File: config.mk
export PLATFORM = sky130hd
export DESIGN_NAME = hazard_ctrl
export DESIGN_NICKNAME = d
export VERILOG_FILES = /design/src/rtl/hazard_ctrl_pkg.sv /design/src/rtl/hazard_ctrl_sat_counter.sv /design/src/rtl/hazard_ctrl.sv
export SDC_FILE = /design/constraint.sdc
export NUM_CORES = 1
export LEC_CHECK = 0
export ABC_AREA = 1
export BUFFER_PORTS_ARGS = -buffer_cell sky130_fd_sc_hd__buf_4
export CORE_MARGIN = 2
export CORE_UTILIZATION = 57
export CTS_CLUSTER_DIAMETER = 50
export DETAILED_ROUTE_END_ITERATION = 7
export PLACE_DENSITY = 0.95
export RECOVER_POWER = 100
export SLEW_MARGIN = 15
export SYNTH_ARGS = -nofsm -noshare
export SYNTH_HDL_FRONTEND = slang
export SYNTH_SLANG_ARGS = --single-unit
export TNS_END_PERCENT = 20
File: constraint.sdc
create_clock -name clk -period 2.26 [get_ports clk]
set_input_delay 0.339 -clock clk [delete_from_list [all_inputs] [get_ports clk]]
set_output_delay 0.339 -clock clk [all_outputs]
set_load 0.02 [all_outputs]
File: src/rtl/hazard_ctrl_pkg.sv
// Shared types and constants for the pipeline hazard controller.
// Forwarding-select encoding and the register number of the PC.
package hazard_ctrl_pkg;

    typedef enum logic [1:0] {
        FWD_RF  = 2'b00,
        FWD_WB  = 2'b01,
        FWD_MEM = 2'b10
    } fwd_sel_e;

    localparam logic [3:0] REG_PC = 4'hF;

    // Memory stage beats Writeback; the PC is never a forwarding target.
    function automatic fwd_sel_e fwd_select(
        input logic [3:0] ra,
        input logic       reg_write_m,
        input logic [3:0] wa3_m,
        input logic       reg_write_w,
        input logic [3:0] wa3_w
    );
        fwd_sel_e sel;
        sel = FWD_RF;
        if (ra != REG_PC) begin
            if (reg_write_m && (wa3_m == ra)) begin
                sel = FWD_MEM;
            end else if (reg_write_w && (wa3_w == ra)) begin
                sel = FWD_WB;
            end
        end
        return sel;
    endfunction

endpackage

File: src/rtl/hazard_ctrl_sat_counter.sv
// Saturating event counter with synchronous clear and asynchronous active-low reset.
// Clear beats increment; the count sticks at all-ones instead of wrapping.
module sat_counter #(
    parameter int W = 16
) (
    input  logic         clk,
    input  logic         reset,
    input  logic         clr,
    input  logic         inc,
    output logic [W-1:0] count
);

    logic [W-1:0] r_count;
    logic         w_full;

    assign w_full = &r_count;

    always_ff @(posedge clk or negedge reset) begin
        if (!reset) begin
            r_count <= '0;
        end else if (clr) begin
            r_count <= '0;
        end else if (inc && !w_full) begin
            r_count <= r_count + {{(W-1){1'b0}}, 1'b1};
        end
    end

    assign count = r_count;

endmodule

File: src/rtl/hazard_ctrl.sv
// Hazard controller for the five-stage ARM pipeline: Execute operand forwarding,
// load-use stalls, PC-write / branch flushes, and stall/flush event counters.
module hazard_ctrl
    import hazard_ctrl_pkg::*;
#(
    parameter int CNT_W = 16
) (
    input  logic             clk,
    input  logic             reset,
    input  logic [3:0]       RA1D,
    input  logic [3:0]       RA2D,
    input  logic [3:0]       RA1E,
    input  logic [3:0]       RA2E,
    input  logic [3:0]       WA3E,
    input  logic [3:0]       WA3M,
    input  logic [3:0]       WA3W,
    input  logic             RegWriteE,
    input  logic             RegWriteM,
    input  logic             RegWriteW,
    input  logic             MemtoRegE,
    input  logic             PCSrcD,
    input  logic             BranchTakenE,
    input  logic             clr_cnt,
    output logic [1:0]       ForwardAE,
    output logic [1:0]       ForwardBE,
    output logic             StallF,
    output logic             StallD,
    output logic             FlushD,
    output logic             FlushE,
    output logic [CNT_W-1:0] stall_cnt,
    output logic [CNT_W-1:0] flush_cnt
);

    logic r_pcw_e;
    logic r_pcw_m;
    logic r_pcw_w;
    logic w_ldstall;
    logic w_pcwr_pend;
    logic w_flush_e;

    assign ForwardAE = fwd_select(RA1E, RegWriteM, WA3M, RegWriteW, WA3W);
    assign ForwardBE = fwd_select(RA2E, RegWriteM, WA3M, RegWriteW, WA3W);

    assign w_ldstall   = MemtoRegE & RegWriteE & ((WA3E == RA1D) | (WA3E == RA2D));
    assign w_pcwr_pend = PCSrcD | r_pcw_e | r_pcw_m;
    assign w_flush_e   = w_ldstall | BranchTakenE;

    assign StallF = w_ldstall | w_pcwr_pend;
    assign StallD = w_ldstall;
    assign FlushD = w_pcwr_pend | r_pcw_w | BranchTakenE;
    assign FlushE = w_flush_e;

    // Never stalled: a held Decode slot is bubbled into Execute by FlushE.
    always_ff @(posedge clk or negedge reset) begin
        if (!reset) begin
            r_pcw_e <= 1'b0;
            r_pcw_m <= 1'b0;
            r_pcw_w <= 1'b0;
        end else begin
            r_pcw_e <= PCSrcD & ~w_flush_e;
            r_pcw_m <= r_pcw_e;
            r_pcw_w <= r_pcw_m;
        end
    end

    sat_counter #(.W(CNT_W)) u_stall_cnt (
        .clk   (clk),
        .reset (reset),
        .clr   (clr_cnt),
        .inc   (w_ldstall),
        .count (stall_cnt)
    );

    sat_counter #(.W(CNT_W)) u_flush_cnt (
        .clk   (clk),
        .reset (reset),
        .clr   (clr_cnt),
        .inc   (w_flush_e),
        .count (flush_cnt)
    );

endmodule

==> results.py, run 1 <==
metrics = {
    "floorplan": {
        "die_x_microns": 72.3,
        "dieArea_sq_um": 5220,
        "fp-row-count": 24,
        "floorplan.initialDensity": 0.602,
        "die_height_microns": 72.3,
        "placeableCoreArea_sq_um": 4410,
        "design.portCount": 77,
    },
    "global_routing": {
        "grt_first_pass_wirelength_microns": 11800,
        "pin_count_of_the_biggest_net_entering_global_routing": 36,
        "grtUsageTotal": 0.280,
        "grt_pass1_vias": 2738,
        "number_of_antenna_violations_at_the_first_check_in_global_routing": 0,
        "global_route.overflow_total": 0,
    },
    "timing": {
        "timing.final.hold_violations": 0,
        "grt_setup_unrepaired": "no",
        "timing.fmax_ghz": 0.523,
        "summed_negative_setup_slack_over_all_endpoints_ps": 0,
        "timing.clock.skew_ps": 7.62,
        "maxSlewViolCount": 36,
        "holdWs_ps": 287,
        "fin_crit_ps": 1910,
        "timing.max_slew.rel_slack": -0.259,
        "max_slew.worst_pin.slew_ps": 1890,
        "timing.final.setup_violations": 0,
        "fin_crit_sh": 0.845,
    },
    "clock_tree": {
        "tritoncts_num_sinks": 35,
        "cts-resized-gates": 0,
        "clock_tree.htree_level_count": 2,
        "cts_made_buffers": 5,
        "tritoncts": "done",
        "cts.clk_slew.worst_paths_ps": 80,
        "post-cts-setup-buffers": 0,
        "holdBufCountCts": 0,
        "clock_insertion_delay_worst_skew_ps": 300,
        "clock_tree_buffer_depth": 2,
        "clock-root-buffer": "clkbuf_8",
    },
    "synthesis": {
        "synth.top_cell.area_share": 0.330,
        "synth.cell_area_sq_um": 2660,
        "postSynthCellCount": 403,
        "synth.top_cells.by_area": "dfrtp_1 (33%), nand2_1 (17%), nand3_1 (9.8%)",
        "ys.warnings.count": 0,
        "synth_nets": 442,
        "synth.lib_cells_used.distinct": 32,
        "yosys_register_bits": 35,
        "netlist.top_cell.by_area": "dfrtp_1",
        "seq_area_frac_synth": 0.330,
        "average_size_of_a_mapped_cell_sq_um": 6.59,
    },
    "final_layout": {
        "insertedDiodeCount": 0,
        "layoutNonFillerInstCount": 531,
        "layout_commonest_cell": "nand2_1",
        "area_growth_syn_to_layout_pct": 19.4,
        "post_layout_util": 0.718,
        "final_cell_mix": "nand2_1 (123), nand3_1 (52), inv_1 (48)",
        "fillCellCount": 393,
        "final_nets": 517,
        "share_of_post_route_cells_with_drive_strength_above_1": 0.123,
    },
    "detailed_routing": {
        "drt_first_pass_iters": 4,
        "num_vias": 2877,
        "routed_wire_length_per_instance_microns": 12.8,
        "detail_route.iter0.violations": 155,
        "drcViolationCount": 0,
        "via_per_inst": 5.42,
        "ant_nets": 0,
        "postRouteWirelength_microns": 6820,
    },
    "power": {
        "power_per_cell_area_nw_per_um2": 426,
        "power_uw": 1350,
        "vdd_ir_drop_max_uv": 381,
        "power.static_leakage_uw": 0.00170,
    },
    "worst_setup_path": {
        "worstSetupPathType": "flop to flop",
        "r2r_setup_slack_ps": 350,
        "rr_startpoint": "u_flush_cnt.count[1]$_DFFE_PN0P_",
        "reg2reg_to": "u_flush_cnt.count[8]$_DFFE_PN0P_",
        "reg2reg_depth": 7,
        "critPathRequiredTime_ps": 2500,
        "worstPathMaxFanout": 17,
        "arrival_ps": 2150,
        "worstSetupStartpoint": "u_flush_cnt.count[1]$_DFFE_PN0P_",
        "timing.critical_path.to_type": "flop",
        "crit_path_start_kind": "flop",
    },
    "run_status": {
        "failed_checks": "max-capacitance violations, max-slew violations",
        "outcome": "finished with violations",
    },
    "placement": {
        "numPlacedInstances": 523,
        "port_buffers": 76,
        "dp_hpwl_microns": 5150,
        "routability_cong": 0.902,
    },
    "hold_path": {
        "min_delay_startpoint": "PCSrcD",
        "timing.hold.worst_path_depth": 3,
        "hold_path_class": "input port to flop",
        "whs_endpoint": "r_pcw_e$_DFF_PN0_",
    },
    "job": {
        "timing.max_cap.violations": 1,
    },
}
cells by family (layout without fill, tap and decap cells):
kind of cell / after synthesis / after routing / share of synthesized area
AND/OR/NAND/NOR: 258 / 258 / 0.438
buffers and inverters: 64 / 140 / 0.100
flip-flops: 35 / 35 / 0.330
AO/OA/AOI/OAI: 22 / 22 / 0.0504
XOR/XNOR: 22 / 22 / 0.0725
adder cells (fa/ha/maj): 2 / 2 / 0.00942
synthesized netlist by cell type:
cell,instances
ha_1,2
nor2_2,1
clkbuf_1,4
o21bai_1,2
nand3_1,52
a31oi_1,1
nor3_2,1
o22ai_1,4
nand4_1,20
nand2_4,2
or2_2,2
nand2_2,1
inv_1,48
dfrtp_1,35
nor3_1,4
o21ai_0,4
a221oi_1,2
nor2_4,1
inv_2,4
nand4_4,1
nand2_1,122
a21oi_1,7
nand3_2,2
a211oi_1,2
buf_1,1
nor4_1,2
xnor2_1,5
buf_4,3
xor2_1,17
buf_2,3
buf_8,1
nor2_1,47
per-stage QoR:
step	setup WS, ps	instance area, sq um
floorplan	472	2660
global placement	485	3250
detailed placement	452	3250
CTS	433	3330
global route	162	3170
finish	350	3170
state kept, by name (all words and copies together), names as in the netlist:
name	flops
u_flush_cnt.count	16
r_pcw_w	1
r_pcw_e	1
u_stall_cnt.count	16
r_pcw_m	1
worst max-delay path by stage:
stage	to	cells past startpoint
after floorplan	ForwardAE[1]	4
after global placement	ForwardBE[1]	6
after detailed placement	u_flush_cnt.count[8]$_DFFE_PN0P_	7
after CTS	u_flush_cnt.count[8]$_DFFE_PN0P_	7
after global routing	u_stall_cnt.count[2]$_DFFE_PN0P_	7
final	u_flush_cnt.count[8]$_DFFE_PN0P_	7
area by class of cell:
type	count	area [sq um]	share of cell area
multi-input combinational	304	1510	0.475
sequential	35	876	0.276
timing repair buffer	80	447	0.141
inverter	52	195	0.0616
clock buffer	7	76.3	0.0241
tap	52	65.1	0.0205
clock inverter	1	5.00	0.00158
routing by layer:
metal / GRT usage / share of wire
met1: 0.334 / 0.39
met2: 0.507 / 0.54
met3: 0.0597 / 0.061
met4: 0.0755 / 0.0079
met5: 0 / 0
worst max-delay path, cell delays in order (launching register included):
cell,delay [ps]
dfrtp_1,410
ha_1,210
nand2_1,110
nor2_4,230
nand4_4,280
nand2_2,370
nand3_1,140
nand2_1,90
power by group:
group	internal [uW]	total [uW]	switching [uW]
sequential	641	656	15.8
clock	216	448	231
combinational	92.9	247	154
(Power assumes the default switching activity.)
==> run 2, diff against run 1 <==
--- a/config.mk
+++ b/config.mk
@@ -8,10 +8,10 @@
 export ABC_AREA = 1
 export BUFFER_PORTS_ARGS = -buffer_cell sky130_fd_sc_hd__buf_4
 export CORE_MARGIN = 2
-export CORE_UTILIZATION = 57
+export CORE_UTILIZATION = 53
 export CTS_CLUSTER_DIAMETER = 50
 export DETAILED_ROUTE_END_ITERATION = 7
-export PLACE_DENSITY = 0.95
+export PLACE_DENSITY = 0.89
 export RECOVER_POWER = 100
 export SLEW_MARGIN = 15
 export SYNTH_ARGS = -nofsm -noshare
==> constraint.sdc (replaced) <==
create_clock -name clk -period 1.8 [get_ports clk]
set_input_delay 0.27 -clock clk [delete_from_list [all_inputs] [get_ports clk]]
set_output_delay 0.27 -clock clk [all_outputs]
set_load 0.02 [all_outputs]
==> results.py, run 2 (synthesized netlist as in run 1, its figures left out) <==
metrics = {
    "final_layout": {
        "final_cell_mix": "nand2_1 (122), nand3_1 (52), inv_1 (48)",
        "layout_commonest_cell": "nand2_1",
        "insertedDiodeCount": 0,
        "final-seq-area_sq_um": 876,
        "post_layout_util": 0.689,
        "layoutNonFillerInstCount": 550,
        "final_area_sq_um": 3300,
        "fillCellCount": 403,
        "final_nets": 521,
        "area_growth_syn_to_layout_pct": 24.2,
        "area_of_combinational_cells_with_multiple_inputs_sq_um": 1520,
        "share_of_post_route_cells_with_drive_strength_above_1": 0.139,
    },
    "clock_tree": {
        "tritoncts_num_sinks": 35,
        "clock_tree.htree_level_count": 2,
        "clock_insertion_delay_worst_skew_ps": 290,
        "clock_tree_buffer_depth": 2,
        "clock-root-buffer": "clkbuf_8",
        "post-cts-setup-buffers": 0,
        "tritoncts": "done",
        "cts_made_buffers": 5,
        "cts.clk_slew.worst_paths_ps": 70,
    },
    "global_routing": {
        "number_of_antenna_violations_at_the_first_check_in_global_routing": 0,
        "pin_count_of_the_biggest_net_entering_global_routing": 49,
        "global_route.overflow_total": 0,
        "grt_first_pass_wirelength_microns": 11600,
        "grt_pass1_vias": 2711,
        "grtUsageTotal": 0.264,
    },
    "detailed_routing": {
        "ant_nets": 0,
        "postRouteWirelength_microns": 7030,
        "detail_route.iter0.violations": 156,
        "drcViolationCount": 0,
        "via_per_inst": 5.31,
        "drt_first_pass_iters": 4,
        "num_vias": 2920,
        "routed_wire_length_per_instance_microns": 12.8,
    },
    "timing": {
        "maxSlewViolCount": 0,
        "timing.max_slew.rel_slack": 0.418,
        "fin_crit_ps": 1660,
        "summed_negative_setup_slack_over_all_endpoints_ps": 0,
        "holdWs_ps": 190,
        "timing.final.setup_violations": 0,
        "max_slew.worst_pin.slew_ps": 873,
        "fin_crit_sh": 0.922,
        "timing.final.hold_violations": 0,
        "timing.clock.skew_ps": 4.62,
        "timing.fmax_ghz": 0.603,
    },
    "floorplan": {
        "placeableCoreArea_sq_um": 4790,
        "design.portCount": 77,
        "dieArea_sq_um": 5590,
        "floorplan.initialDensity": 0.555,
        "fp-row-count": 25,
        "die_x_microns": 74.8,
        "die_height_microns": 74.8,
    },
    "run_status": {
        "outcome": "completed",
    },
    "worst_setup_path": {
        "crit_path_start_kind": "flop",
        "arrival_ps": 1890,
        "worstSetupPathType": "flop to flop",
        "timing.critical_path.to_type": "flop",
        "worstPathMaxFanout": 14,
        "critPathRequiredTime_ps": 2030,
    },
    "hold_path": {
        "hold_path_class": "input port to flop",
    },
    "placement": {
        "placement.cell_area_sq_um": 3300,
        "port_buffers": 76,
        "numPlacedInstances": 541,
        "dp_hpwl_microns": 5110,
        "routability_cong": 0.915,
    },
    "power": {
        "cell_internal_pwr_uw": 1480,
        "netSwitchingFraction": 0.259,
        "power_per_cell_area_nw_per_um2": 607,
        "total_switching_power_uw": 519,
        "power_frac_comb": 0.163,
        "vdd_ir_drop_max_uv": 378,
        "power_frac_clock": 0.427,
        "power.static_leakage_uw": 0.00176,
        "seq_power_share": 0.411,
    },
    "job": {
        "timing.max_cap.violations": 0,
    },
}
## run 2: area by class of cell
cell class,instances,area share
inverter,52,0.0592
timing repair buffer,84,0.149
clock inverter,2,0.0182
clock buffer,6,0.0220
tap,67,0.0254
sequential,35,0.265
multi-input combinational,304,0.460
## run 2: path summary, 6_finish.rpt
check | slack [ps] | from | depth (start not counted) | end
setup / recovery | 140 | u_stall_cnt.count[1]$_DFFE_PN0P_ | 8 | u_stall_cnt.count[9]$_DFFE_PN0P_
hold / removal | 190 | PCSrcD | 3 | r_pcw_e$_DFF_PN0_
setup reg to reg | 140 | u_stall_cnt.count[1]$_DFFE_PN0P_ | 8 | u_stall_cnt.count[9]$_DFFE_PN0P_
hold reg to reg | 390 | r_pcw_e$_DFF_PN0_ | 0 | r_pcw_m$_DFF_PN0_
max in group asynchronous | 620 | reset | 2 | u_flush_cnt.count[7]$_DFFE_PN0P_
min in group asynchronous | 630 | reset | 2 | u_stall_cnt.count[11]$_DFFE_PN0P_
## run 2: per-layer routing
metal | GRT usage | wire length [microns] | vias up
met3 | 0.0535 | 421 | 11
met4 | 0.0873 | 109 | 0
li1 | - | - | 1458
met1 | 0.307 | 2930 | 1351
met5 | 0 | 0 | -
met2 | 0.485 | 3570 | 100
## run 2: through the flow
stage / setup WS [ps] / total power [uW]
after detailed placement: 103 / 1180
final: 141 / 2000
after CTS: 107 / 2020
after global placement: 234 / 1170
after floorplan: 136 / 1010
after global routing: -0.406 / 2080
## run 2: power by group through the flow
| stage | clock network (uW) | registers [uW] | logic (uW) |
|---|---|---|---|
| 6_report | 854 | 823 | 326 |
| 5_1_grt | 890 | 826 | 363 |
| 4_1_cts | 859 | 823 | 343 |
| 3_5_place_dp | 0 | 838 | 340 |
| 3_3_place_gp | 0 | 837 | 333 |
| 2_1_floorplan | 0 | 854 | 158 |
## run 2: repair_timing
action,in CTS,in global routing
resized for setup,0,1
endpoints found under the hold margin,35,0
setup endpoints to repair,0,11
hold buffers,1,0
## run 2: worst max-delay path: stages, from the launching register on
cell and delay, ps:
dfrtp_1 400, ha_1 230, nand3_1 160, inv_1 130, nand4_1 120, nand3_2 130, buf_4 220, nand3_1 110
nand2_1 90
==> run 3, diff against run 2 <==
--- a/config.mk
+++ b/config.mk
@@ -6,7 +6,7 @@
 export NUM_CORES = 1
 export LEC_CHECK = 0
 export ABC_AREA = 1
-export BUFFER_PORTS_ARGS = -buffer_cell sky130_fd_sc_hd__buf_4
+export BUFFER_PORTS_ARGS = -buffer_cell sky130_fd_sc_hd__buf_2
 export CORE_MARGIN = 2
 export CORE_UTILIZATION = 53
 export CTS_CLUSTER_DIAMETER = 50
==> results.py, run 3 (synthesized netlist as in run 1, its figures left out) <==
metrics = {
    "worst_setup_path": {
        "rr_startpoint": "u_stall_cnt.count[1]$_DFFE_PN0P_",
        "arrival_ps": 1870,
        "critical_path_cell_by_cell": "ha_1 > nand3_1 > inv_1 > nand4_1 > nand3_2 > buf_4 > nand3_1 > nand2_1",
        "critPathTopFamily": "simple AND/OR/NAND/NOR gates",
        "crit_path_start_kind": "flop",
        "worstPathMaxFanout": 14,
        "worstSetupStartpoint": "u_stall_cnt.count[1]$_DFFE_PN0P_",
        "critical-path-top-cell-by-count": "nand3_1",
        "critical_path.n_buffers_inverters": 2,
        "reg2reg_depth": 8,
        "critPathRequiredTime_ps": 2030,
        "r2r_setup_slack_ps": 160,
        "timing.critical_path.to_type": "flop",
        "reg2reg_to": "u_stall_cnt.count[11]$_DFFE_PN0P_",
        "worst_path_largest_cell_delay_ps": 400,
        "worstSetupPathType": "flop to flop",
        "cp_slowest_cell": "dfrtp_1",
    },
    "detailed_routing": {
        "num_vias": 2965,
        "ant_nets": 0,
        "dr_wl_met3_microns": 406,
        "postRouteWirelength_microns": 6920,
        "routedLengthMet1_microns": 2850,
        "detailroute.wirelength.met2_microns": 3570,
        "detail_route.iter0.violations": 158,
        "maxUsedRoutingLayer": "met4",
        "routed_wire_length_per_instance_microns": 12.5,
        "drcViolationCount": 0,
        "drt_first_pass_iters": 5,
        "via_per_inst": 5.35,
    },
    "placement": {
        "routability_cong": 0.930,
        "dp_hpwl_microns": 4980,
        "port_buffers": 76,
    },
    "clock_tree": {
        "clock_insertion_delay_worst_skew_ps": 300,
        "holdBufCountCts": 0,
        "post-cts-setup-buffers": 0,
        "cts.clk_slew.worst_paths_ps": 70,
        "tritoncts": "done",
        "clock-root-buffer": "clkbuf_8",
        "tritoncts_num_sinks": 35,
        "clock_tree_buffer_depth": 2,
        "clock_tree.htree_level_count": 2,
        "cts_made_buffers": 5,
    },
    "final_layout": {
        "post_layout_util": 0.676,
        "final_cell_mix": "nand2_1 (122), nand3_1 (52), inv_1 (48)",
        "layout_commonest_cell": "nand2_1",
        "area_growth_syn_to_layout_pct": 21.8,
        "insertedDiodeCount": 0,
        "final_nets": 525,
        "share_of_post_route_cells_with_drive_strength_above_1": 0.146,
    },
    "global_routing": {
        "number_of_antenna_violations_at_the_first_check_in_global_routing": 0,
        "grt_pass1_vias": 2599,
        "pin_count_of_the_biggest_net_entering_global_routing": 36,
        "global_route.overflow_total": 0,
        "grtUsageTotal": 0.263,
        "grt_first_pass_wirelength_microns": 11400,
    },
    "floorplan": {
        "floorplan.initialDensity": 0.555,
        "design.portCount": 77,
        "placeableCoreArea_sq_um": 4790,
        "die_height_microns": 74.8,
        "die_x_microns": 74.8,
        "fp-row-count": 25,
        "dieArea_sq_um": 5590,
    },
    "power": {
        "power.static_leakage_uw": 0.00174,
        "power_frac_comb": 0.155,
        "power_frac_clock": 0.429,
        "seq_power_share": 0.415,
        "cell_internal_pwr_uw": 1460,
        "netSwitchingFraction": 0.261,
        "power_per_cell_area_nw_per_um2": 613,
        "vdd_ir_drop_max_uv": 429,
        "total_switching_power_uw": 518,
    },
    "timing": {
        "timing.final.setup_violations": 0,
        "timing.clock.skew_ps": 7.46,
        "summed_negative_setup_slack_over_all_endpoints_ps": 0,
        "fin_crit_ps": 1640,
        "maxSlewViolCount": 0,
        "timing.fmax_ghz": 0.611,
        "fin_crit_sh": 0.910,
        "timing.final.hold_violations": 0,
        "grt_setup_unrepaired": "no",
        "timing.max_slew.rel_slack": 0.409,
        "max_slew.worst_pin.slew_ps": 887,
    },
    "hold_path": {
        "hold_path_class": "input port to async pin",
    },
    "run_status": {
        "outcome": "completed",
    },
    "job": {
        "timing.max_cap.violations": 0,
    },
}
-- run 3: cell types whose count changed in the layout (fill, tap and decap cells not counted) --
cell,before,now
buf_4,40,9
clkbuf_1,39,40
buf_2,0,36
dlygate4sd3_1,1,0
clkbuf_2,4,3
-- run 3: cell type report --
type,instances,area [sq um]
fill,419,1550
multi-input combinational,304,1520
sequential,35,876
timing repair buffer,88,429
inverter,52,195
tap,67,83.8
clock buffer,6,72.6
clock inverter,2,60.1
-- run 3: how the worst max path moves through the flow --
stage	endpoint	slack (ps)	cells past startpoint
finish	u_stall_cnt.count[11]$_DFFE_PN0P_	160	8
global route	u_flush_cnt.count[7]$_DFFE_PN0P_	30	6
CTS	u_stall_cnt.count[3]$_DFFE_PN0P_	100	8
detailed placement	u_stall_cnt.count[3]$_DFFE_PN0P_	120	8
global placement	u_flush_cnt.count[9]$_DFFE_PN0P_	240	7
floorplan	u_stall_cnt.count[14]$_DFFE_PN0P_	140	9
-- run 3: metrics by stage --
stage	instance area (sq um)	worst slack (ps)	std cells	hold slack, ps	power, uW
after floorplan	2660	136	403	-25.6	1010
after global placement	3150	237	546	328	1140
after detailed placement	3150	116	546	335	1150
after CTS	3280	99.3	554	17.0	2000
after global routing	3240	29.3	554	218	2060
final	3240	163	554	166	1980
-- run 3: timing repair --
| item | CTS | global route |
|---|---|---|
| endpoints found under the hold margin | 0 | 0 |
| endpoints found under the setup margin | 0 | 9 |
| resized for setup | 0 | 1 |
-- run 3: power by group through the flow --
stage | clock network [uW] | registers, uW | logic, uW
2_1_floorplan | 0 | 854 | 158
3_3_place_gp | 0 | 836 | 302
3_5_place_dp | 0 | 838 | 312
4_1_cts | 861 | 823 | 314
5_1_grt | 891 | 826 | 346
6_report | 851 | 823 | 308
-- run 3: layer usage --
layer,vias to the layer above,global-route usage
li1,1460,-
met1,1376,0.322
met2,120,0.461
met3,9,0.0549
met4,0,0.0873
met5,-,0
